<file path="src/rtl/dcache_req_arb_pkg.sv">
// Shared constants and types for the D-cache request arbiter.
package dcache_req_arb_pkg;

  localparam int NUM_REQ = 2;
  localparam int EXC_W   = 7;
  localparam logic [EXC_W-1:0] EXP_ADEM = 7'h08;

  // Byte-mask access sizes
  localparam logic [3:0] T_BYTE = 4'b0001;
  localparam logic [3:0] T_HALF = 4'b0011;
  localparam logic [3:0] T_WORD = 4'b1111;

  typedef enum logic [2:0] {
    S_IDLE  = 3'd0,
    S_CHECK = 3'd1,
    S_ISSUE = 3'd2,
    S_WAIT  = 3'd3,
    S_RESP  = 3'd4
  } state_t;

  // Only WORD and HALF have alignment requirements; any other mask is accepted.
  function automatic logic misaligned(input logic [3:0] typ, input logic [1:0] a);
    return ((typ == T_WORD) && (a != 2'b00)) || ((typ == T_HALF) && a[0]);
  endfunction

endpackage

</file>
<file path="src/rtl/dcache_req_arb_if.sv">
// Requester and cache-side bus of the D-cache request arbiter.
// Requester signals are packed per port: index 0 = LSU, index 1 = CACOP/uncached.
interface dcache_req_arb_if
  import dcache_req_arb_pkg::*;
#(
  parameter int ADDR_W = 32,
  parameter int DATA_W = 32
);
  logic [NUM_REQ-1:0]             r_valid;
  logic [NUM_REQ-1:0]             r_ready;
  logic [NUM_REQ-1:0][ADDR_W-1:0] r_addr;
  logic [NUM_REQ-1:0][3:0]        r_type;
  logic [NUM_REQ-1:0]             r_we;
  logic [NUM_REQ-1:0][DATA_W-1:0] r_wdata;
  logic [NUM_REQ-1:0]             resp_valid;
  logic [NUM_REQ-1:0][DATA_W-1:0] resp_rdata;
  logic [NUM_REQ-1:0][EXC_W-1:0]  resp_exc;

  logic              c_valid;
  logic              c_ready;
  logic [ADDR_W-1:0] c_addr;
  logic [3:0]        c_type;
  logic              c_we;
  logic [DATA_W-1:0] c_wdata;
  logic              c_resp_valid;
  logic [DATA_W-1:0] c_resp_rdata;

  // Requesters + cache
  modport master (
    output r_valid, r_addr, r_type, r_we, r_wdata, c_ready, c_resp_valid, c_resp_rdata,
    input  r_ready, resp_valid, resp_rdata, resp_exc, c_valid, c_addr, c_type, c_we, c_wdata
  );

  // Arbiter
  modport slave (
    input  r_valid, r_addr, r_type, r_we, r_wdata, c_ready, c_resp_valid, c_resp_rdata,
    output r_ready, resp_valid, resp_rdata, resp_exc, c_valid, c_addr, c_type, c_we, c_wdata
  );
endinterface

</file>
<file path="src/rtl/dcache_req_arb_rr_arb2.sv">
// Two-way round-robin arbiter; last_grant advances only on an accepted grant.
module rr_arb2 (
  input  logic       clk,
  input  logic       rst,
  input  logic [1:0] req,
  input  logic       accept,
  output logic       grant
);
  logic last_grant;

  // Tie goes to the port that did not win last; a lone requester always wins.
  always_comb grant = req[1] & (~req[0] | ~last_grant);

  // Reset to 1 so port 0 wins the first tie.
  always_ff @(posedge clk or posedge rst)
    if (rst)         last_grant <= 1'b1;
    else if (accept) last_grant <= grant;

endmodule

</file>
<file path="src/rtl/dcache_req_arb.sv">
// D-cache request front end: arbitrates two requesters, buffers the winner,
// filters misaligned accesses and runs one cache access at a time.
module dcache_req_arb
  import dcache_req_arb_pkg::*;
#(
  parameter int ADDR_W = 32,
  parameter int DATA_W = 32
) (
  input  logic             clk,
  input  logic             rst,
  dcache_req_arb_if.slave  bus
);
  typedef struct packed {
    logic [ADDR_W-1:0] addr;
    logic [3:0]        typ;
    logic              we;
    logic [DATA_W-1:0] wdata;
  } rbuf_t;

  state_t            state, state_nx;
  rbuf_t             rbuf;
  logic              owner;
  logic [DATA_W-1:0] rdata_q;
  logic [EXC_W-1:0]  exc_q;
  logic              grant;
  logic              accept;
  logic              exc_hit;

  rr_arb2 u_arb (
    .clk    (clk),
    .rst    (rst),
    .req    (bus.r_valid),
    .accept (accept),
    .grant  (grant)
  );

  // Ready only in IDLE, only for the granted port.
  always_comb begin
    bus.r_ready = '0;
    if (state == S_IDLE) bus.r_ready[grant] = bus.r_valid[grant];
    accept = |bus.r_ready;
  end

  always_comb exc_hit = misaligned(rbuf.typ, rbuf.addr[1:0]);

  // Next-state logic.
  always_comb begin
    state_nx = state;
    case (state)
      S_IDLE:  if (accept)           state_nx = S_CHECK;
      S_CHECK: state_nx = exc_hit ? S_RESP : S_ISSUE;
      S_ISSUE: if (bus.c_ready)      state_nx = S_WAIT;
      S_WAIT:  if (bus.c_resp_valid) state_nx = S_RESP;
      S_RESP:  state_nx = S_IDLE;
      default: state_nx = S_IDLE;
    endcase
  end

  // State register.
  always_ff @(posedge clk or posedge rst)
    if (rst) state <= S_IDLE;
    else     state <= state_nx;

  // Capture the winning request.
  always_ff @(posedge clk or posedge rst)
    if (rst) begin
      rbuf  <= '0;
      owner <= 1'b0;
    end else if (accept) begin
      rbuf  <= '{addr: bus.r_addr[grant], typ: bus.r_type[grant],
                 we: bus.r_we[grant], wdata: bus.r_wdata[grant]};
      owner <= grant;
    end

  // Response payload: exception from CHECK or cache data from WAIT (stores return 0).
  always_ff @(posedge clk or posedge rst)
    if (rst) begin
      rdata_q <= '0;
      exc_q   <= '0;
    end else if (state == S_CHECK && exc_hit) begin
      rdata_q <= '0;
      exc_q   <= EXP_ADEM;
    end else if (state == S_WAIT && bus.c_resp_valid) begin
      rdata_q <= rbuf.we ? '0 : bus.c_resp_rdata;
      exc_q   <= '0;
    end

  // Cache request driven straight from rbuf so it is stable across stalls.
  always_comb begin
    bus.c_valid = (state == S_ISSUE);
    bus.c_addr  = rbuf.addr;
    bus.c_type  = rbuf.typ;
    bus.c_we    = rbuf.we;
    bus.c_wdata = rbuf.wdata;
  end

  // One-cycle response to the owner only.
  always_comb begin
    bus.resp_valid = '0;
    bus.resp_rdata = '0;
    bus.resp_exc   = '0;
    if (state == S_RESP) begin
      bus.resp_valid[owner] = 1'b1;
      bus.resp_rdata[owner] = rdata_q;
      bus.resp_exc[owner]   = exc_q;
    end
  end

endmodule

</file>
<file path="src/flat_wrapper.sv">
// flat-port wrapper written by rule: the top's interface ports become plain ports
module dcache_req_arb_flat import dcache_req_arb_pkg::*;
#(
  parameter int ADDR_W = 32,
  parameter int DATA_W = 32
)
  (clk, rst, bus_r_valid, bus_r_addr, bus_r_type, bus_r_we, bus_r_wdata, bus_c_ready, bus_c_resp_valid, bus_c_resp_rdata, bus_r_ready, bus_resp_valid, bus_resp_rdata, bus_resp_exc, bus_c_valid, bus_c_addr, bus_c_type, bus_c_we, bus_c_wdata);
  dcache_req_arb_if #(.ADDR_W(ADDR_W), .DATA_W(DATA_W)) bus_i ();
  input  logic clk;
  input  logic rst;
  input wire logic [$bits(bus_i.r_valid)-1:0] bus_r_valid;
  input wire logic [$bits(bus_i.r_addr)-1:0] bus_r_addr;
  input wire logic [$bits(bus_i.r_type)-1:0] bus_r_type;
  input wire logic [$bits(bus_i.r_we)-1:0] bus_r_we;
  input wire logic [$bits(bus_i.r_wdata)-1:0] bus_r_wdata;
  input wire logic [$bits(bus_i.c_ready)-1:0] bus_c_ready;
  input wire logic [$bits(bus_i.c_resp_valid)-1:0] bus_c_resp_valid;
  input wire logic [$bits(bus_i.c_resp_rdata)-1:0] bus_c_resp_rdata;
  output wire logic [$bits(bus_i.r_ready)-1:0] bus_r_ready;
  output wire logic [$bits(bus_i.resp_valid)-1:0] bus_resp_valid;
  output wire logic [$bits(bus_i.resp_rdata)-1:0] bus_resp_rdata;
  output wire logic [$bits(bus_i.resp_exc)-1:0] bus_resp_exc;
  output wire logic [$bits(bus_i.c_valid)-1:0] bus_c_valid;
  output wire logic [$bits(bus_i.c_addr)-1:0] bus_c_addr;
  output wire logic [$bits(bus_i.c_type)-1:0] bus_c_type;
  output wire logic [$bits(bus_i.c_we)-1:0] bus_c_we;
  output wire logic [$bits(bus_i.c_wdata)-1:0] bus_c_wdata;
  assign bus_i.r_valid = bus_r_valid;
  assign bus_i.r_addr = bus_r_addr;
  assign bus_i.r_type = bus_r_type;
  assign bus_i.r_we = bus_r_we;
  assign bus_i.r_wdata = bus_r_wdata;
  assign bus_i.c_ready = bus_c_ready;
  assign bus_i.c_resp_valid = bus_c_resp_valid;
  assign bus_i.c_resp_rdata = bus_c_resp_rdata;
  assign bus_r_ready = bus_i.r_ready;
  assign bus_resp_valid = bus_i.resp_valid;
  assign bus_resp_rdata = bus_i.resp_rdata;
  assign bus_resp_exc = bus_i.resp_exc;
  assign bus_c_valid = bus_i.c_valid;
  assign bus_c_addr = bus_i.c_addr;
  assign bus_c_type = bus_i.c_type;
  assign bus_c_we = bus_i.c_we;
  assign bus_c_wdata = bus_i.c_wdata;
  dcache_req_arb #(.ADDR_W(ADDR_W), .DATA_W(DATA_W)) u_core (.clk(clk), .rst(rst), .bus(bus_i));
endmodule
</file>
<file path="config.mk">
export PLATFORM = sky130hd
export DESIGN_NAME = dcache_req_arb_flat
export DESIGN_NICKNAME = d
export VERILOG_FILES = /design/src/rtl/dcache_req_arb_pkg.sv /design/src/rtl/dcache_req_arb_if.sv /design/src/rtl/dcache_req_arb_rr_arb2.sv /design/src/rtl/dcache_req_arb.sv /design/src/flat_wrapper.sv
export SDC_FILE = /design/constraint.sdc
export NUM_CORES = 1
export LEC_CHECK = 0
export BUFFER_PORTS_ARGS = -buffer_cell sky130_fd_sc_hd__clkbuf_2
export CAP_MARGIN = 20
export CORE_AREA = 5 5 124 126
export DETAILED_ROUTE_END_ITERATION = 10
export DIE_AREA = 0 0 129 131
export MAX_ROUTING_LAYER = met4
export PLACE_DENSITY = 0.72
export SLEW_MARGIN = 20
export SYNTH_ARGS = -nofsm -noshare
export SYNTH_HDL_FRONTEND = slang
export SYNTH_SLANG_ARGS = --single-unit
</file>
<file path="constraint.sdc">
create_clock -name clk -period 4.6 [get_ports clk]
set_input_delay 0.69 -clock clk [delete_from_list [all_inputs] [get_ports clk]]
set_output_delay 0.69 -clock clk [all_outputs]
set_load 0.05 [all_outputs]
</file>
* Yosys cells after proc, flatten, opt, wreduce, memory -nomap -nowiden
Cells that the tools add are included.
** Storage, ports and cells
- Flip-flop bits (word level) :: 113
- Latch bits :: 0
- RAM bits :: 0
- Bits in read-only memories :: 0
- Input bits :: 176
- Output and inout port bits :: 152
- Word-level logic and storage cells :: 73
- Memories :: 0
** Cells by class
- Add/subtract/negate cells :: 0
- Multiply operators :: 0
- Div/mod/pow operators :: 0
- Magnitude comparators :: 4
- Eq/ne operators :: 9
- Shift operators :: 0
- Multiplexer cells :: 32
- Bitwise logic cells :: 7
- Reductions and logical operators :: 12
** Operator list (count)
- 2-to-1 mux 32 bit :: 8
- AND 64 bit :: 1
- 2-to-1 mux 64 bit :: 1
- demux 32 bit (select 1 bit) :: 1
- 2-to-1 mux 7 bit :: 3
- AND 14 bit :: 1
- 2-to-1 mux 14 bit :: 1
- 2-to-1 mux 3 bit :: 4
- one-hot mux 3 bit (4 select lines) :: 1
- 2-to-1 mux 4 bit :: 2
- demux 7 bit (select 1 bit) :: 1
- equality test 3 x 2 -> 1 bit, second input constant :: 2
- logical AND 1 bit :: 6
- 2-to-1 mux 1 bit :: 6
- equality test 4 x 2 -> 1 bit, second input constant :: 1
- equality test 4 bit, second input constant :: 1
- < comparator 1 x 2 -> 1 bit, second input constant :: 2
- 2-to-1 mux 2 bit :: 2
- inequality test 2 bit, second input constant :: 2
- nonzero test 2 bit :: 2
- equality test 3 x 1 -> 1 bit, second input constant :: 1
- equality test 3 bit, second input constant :: 1
- zero test 3 bit :: 1
- AND reduction 3 bit :: 1
- 9 further kinds :: 12

* Depth between registers and ports, before layout
- Depth in word-level cells :: 12
- Gate-level depth with buffers :: 7
- Mapped depth without buffers :: 3

* Cells and area by module
Synthesis repeated with hierarchy kept, for this count alone.
** Unflattened totals
- Cells, all modules :: 500
- Area, all modules :: 6157.2 um2
** By module, submodules not included
- dcache_req_arb :: times used 1, cells each 496, area each 6100.9 um2, seq. area each 2652.5 um2
- rr_arb2 :: times used 1, cells each 4, area each 56.3 um2, seq. area each 26.3 um2

* Least setup slack after synthesis
OpenSTA, ideal clock, no wires.
- Path kind :: in2out
- Start :: in bus_r_valid[0]
- End :: out bus_r_ready[0]
- Arrival :: 2166 ps
- Required time :: 3910 ps
- Path slack :: 1744 ps
- Stages on the path :: 2
- Buffers on the path :: 0
- Path through :: nor4b_1 > a21boi_0
** Between the ends
- Longest elaborated chain between the ends :: 9
- Elaborated cells on any way between the ends :: 12
- Those cells by class :: 2 x order compare; 5 x mux; 4 x bitwise; 1 x reduce/logical
** Ends and longest elaborated chain
- start: declaration :: line flat_wrapper.sv:11 : input wire logic [$bits(bus_i.r_valid)-1:0] bus_r_valid;
- NOT 1 bit :: line dcache_req_arb_rr_arb2.sv:12 : always_comb grant = req[1] & (~req[0] | ~last_grant);
- OR 1 bit :: line dcache_req_arb_rr_arb2.sv:12
- AND 1 bit :: line dcache_req_arb_rr_arb2.sv:12
- < comparator 1 x 2 -> 1 bit (not written as such) or >= comparator 1 bit (tied branches) :: line dcache_req_arb.sv:40 : if (state == S_IDLE) bus.r_ready[grant] = bus.r_valid[grant];
- logical AND 1 bit (not written as such) :: line dcache_req_arb.sv:40
- 2-to-1 mux 1 bit (not written as such) :: line dcache_req_arb.sv:40
- demux 1 bit (select 1 bit)
- AND 2 bit (no source line) (*)
- 2-to-1 mux 2 bit (*) :: line dcache_req_arb.sv:40
- end: declaration :: line flat_wrapper.sv:19 : output wire logic [$bits(bus_i.r_ready)-1:0] bus_r_ready;
Mark *: on every way between the ends. The rest lies on a longest branch, timed or not. The select of a mux whose other input is x is not followed.

* Final worst setup path
- Start :: reg u_core.state[0]
- End :: out bus_resp_rdata[37]
** Between the ends
- Longest elaborated chain between the ends :: 2
** Ends and longest elaborated chain
- start: declaration :: line dcache_req_arb.sv:20 : state_t state, state_nx;
- start signal: assignment :: line dcache_req_arb.sv:62 : else state <= state_nx;
- equality test 3 bit :: line dcache_req_arb.sv:102 : if (state == S_RESP) begin
- 2-to-1 mux 64 bit :: line dcache_req_arb.sv:102
- end: declaration :: line flat_wrapper.sv:21 : output wire logic [$bits(bus_i.resp_rdata)-1:0] bus_resp_rdata;
No other way between the ends.

==> impl_metrics.json <==
{
  "status": "complete, no violations",
  "io_buffers": 315,
  "grt_overflow_total": 0,
  "fin_crit_sh_pct": 65.4,
  "synth-edff-count": 0,
  "cts.path.max_buffers": 2,
  "path_max_fanout": 34,
  "synthMuxAreaShare_pct": 27.2,
  "cts_setup_buffers": 0,
  "p_per_area_nw_per_um2": 713,
  "worstPathRequired_ns": 3.91,
  "die_w_um": 129,
  "core_region_area_um2": 14200,
  "grt_max_degree": 77,
  "areaGrowthSynthToFinish_pct": 33.6,
  "die_y_um": 131,
  "drt-total-wl_um": 16700,
  "fillers": 1246,
  "synth_seq_cells": 107,
  "netlist_area_um2": 5850,
  "gp_congestion": 0.791,
  "vdd.ir_drop.worst_mv": 0.498,
  "nets": 966,
  "fin_crit_ns": 3.01,
  "cts_hold_buf": 0,
  "dieArea_um2": 16900,
  "dp_worst_setup_slack_ns": 1.81,
  "path_clk_slew_ns": 0.07,
  "clock_skew_ns": 0.00820,
  "antenna_found_initial": 0,
  "vias": 4779,
  "synth-xor-area-share_pct": 0.150,
  "start_kind": "register",
  "critical_path_arrival_ns": 2.32,
  "grt_pass1_wl_um": 25100,
  "rsz0062_at_grt": "false",
  "fin_area_um2": 7810,
  "htreeDepth": 3,
  "hold_class": "register to register",
  "async_reset_ff_share_pct": 100,
  "synth-seq-area-share_pct": 45.8,
  "p_leak_nw": 4.03,
  "grt_use_total_pct": 19.4,
  "drtPass1Iterations": 4,
  "path_cells": "nor2_1, and3_1, and2_1, clkbuf_2",
  "cp-end-kind": "output port",
  "setup-tns-final_ns": 0,
  "root_buffer": "clkbuf_16",
  "final_cell_mix": "315 x clkbuf_2, 128 x mux2_2, 106 x dfrtp_1",
  "numCtsBuffers": 9,
  "ys_types": 35,
  "drive_above_1_share_pct": 60.8,
  "dpl_cell_area_um2": 7460,
  "worst_slew_pin_slew_ns": 0.940,
  "critPathSlowestCell": "and3_1",
  "syn_inst": 497,
  "criticalPathCategory": "register to output port",
  "yosysWarningCount": 0,
  "cp_num_buf_inv": 1,
  "n_antenna_cell": 0,
  "viasPerCell": 4.88,
  "stdcell_count": 979,
  "wl_per_cell_um": 17.0,
  "synth-compound-area-share_pct": 5.61,
  "start_util_pct": 41.2,
  "grt_pass1_vias": 4814,
  "clock-sinks": 107,
  "synthFlopType": "dfrtp_1",
  "post_cts_resized": 0,
  "drv_cap": 0,
  "boundaryPins": 328,
  "hold_viol": 0,
  "synthAdderAreaFrac_pct": 0,
  "syn_area_per_cell_um2": 11.8,
  "drv_slew": 0,
  "place_inst": 962,
  "rows": 44,
  "drtIter0Drc": 152,
  "ant_nets": 0,
  "drc": 0,
  "final_common_cell": "clkbuf_2",
  "final-setup-viol-count": 0,
  "dpl.hpwl_um": 12800,
  "crit_family": "simple AND/OR/NAND/NOR gates",
  "synth_top_family_by_area": "multiplexers",
  "cts_tree": "yes",
  "maxSlewHeadroom_pct": 37.3,
  "clk_latency_ns": 0.35,
  "clock.fmax_mhz": 333,
  "synthSimpleGateAreaFrac_pct": 15.5,
  "max_stage_delay_ns": 0.76,
  "fin_ws_ns": 1.59
}
==> worst reg2reg max path: stages, from the launching register on <==
cell     delay, ns
dfrtp_1       0.53
nor3_4        0.30
o21a_4        0.70
buf_4         0.41
mux2_2        0.37
==> final cells by class <==
| type | count | area [um^2] | share of cell area [%] |
|---|---|---|---|
| clock inverter | 5 | 100 | 1.28 |
| clock buffer | 11 | 243 | 3.11 |
| inverter | 2 | 10.0 | 0.128 |
| multi-input combinational | 346 | 2900 | 37.2 |
| sequential | 107 | 2680 | 34.3 |
| tap | 184 | 230 | 2.95 |
| timing repair buffer | 324 | 1650 | 21.1 |
==> Yosys cell counts (3+ instances only) <==
| cell type | instances | area, um^2 |
|---|---|---|
| clkbuf_1 | 20 | 75.1 |
| mux2_4 | 10 | 150 |
| and3_1 | 3 | 18.8 |
| nor2_1 | 4 | 15.0 |
| buf_4 | 16 | 120 |
| mux2_2 | 128 | 1440 |
| dfrtp_1 | 106 | 2650 |
| a22oi_1 | 32 | 240 |
| o21ai_0 | 5 | 25.0 |
| buf_2 | 11 | 55.1 |
| and2_1 | 68 | 425 |
| nand3b_1 | 32 | 240 |
| nand2_1 | 35 | 131 |
==> through the flow <==
stage | util, % | power, mW | hold slack, ns
after floorplan | - | 4.03 | 0.455
after global placement | 52.5 | 4.68 | 0.490
after detailed placement | 52.5 | 4.72 | 0.494
after CTS | 54.9 | 5.62 | 0.510
after global routing | 55.0 | 5.87 | 0.526
final | 55.0 | 5.57 | 0.507
==> per-layer routing <==
metal | wire length [um] | vias up | track usage [%]
met1 | 6740 | 2254 | 23.7
met2 | 8290 | 210 | 31.8
met4 | 190 | 0 | 5.56
li1 | - | 2300 | -
met3 | 1460 | 15 | 5.37
met5 | 0 | - | -
==> cell families (layout without fill, tap and decap cells) <==
logic type,count (synthesis),count (layout)
flops,107,107
simple gates,150,150
xor+xnor,1,1
buf+inv,55,342
compound gates,45,45
mux,138,138
other cells,1,12
==> flip-flops by register name (all words and copies together) (netlist names) <==
| register | cells |
|---|---|
| u_core.bus.c_addr | 32 |
| u_core.bus.c_type | 4 |
| u_core.bus.c_wdata | 32 |
| u_core.bus.c_we | 1 |
| u_core.exc_q | 1 |
| u_core.owner | 1 |
| u_core.rdata_q | 32 |
| u_core.state | 3 |
| u_core.u_arb.last_grant | 1 |
==> final timing paths <==
kind | startpoint | to | slack, ns | cells after the start
hold reg to reg | u_core.bus.c_addr[12] | u_core.bus.c_addr[12] | 0.51 | 1
setup / recovery | u_core.state[0] | bus_resp_rdata[37] | 1.59 | 4
max in group asynchronous | rst | u_core.state[1] | 3.06 | 3
setup reg to reg | u_core.state[0] | u_core.bus.c_addr[31] | 2.19 | 4
min in group asynchronous | rst | u_core.bus.c_wdata[17] | 0.54 | 2
hold / removal | u_core.bus.c_addr[12] | u_core.bus.c_addr[12] | 0.51 | 1
==> report_power, final <==
| group | switching, mW | internal (mW) |
|---|---|---|
| logic | 2.01 | 0.980 |
| clock network | 0.342 | 0.546 |
| registers | 0.311 | 1.38 |
| total | 2.67 | 2.91 |
No activity file was read; power rests on OpenSTA's default activity.
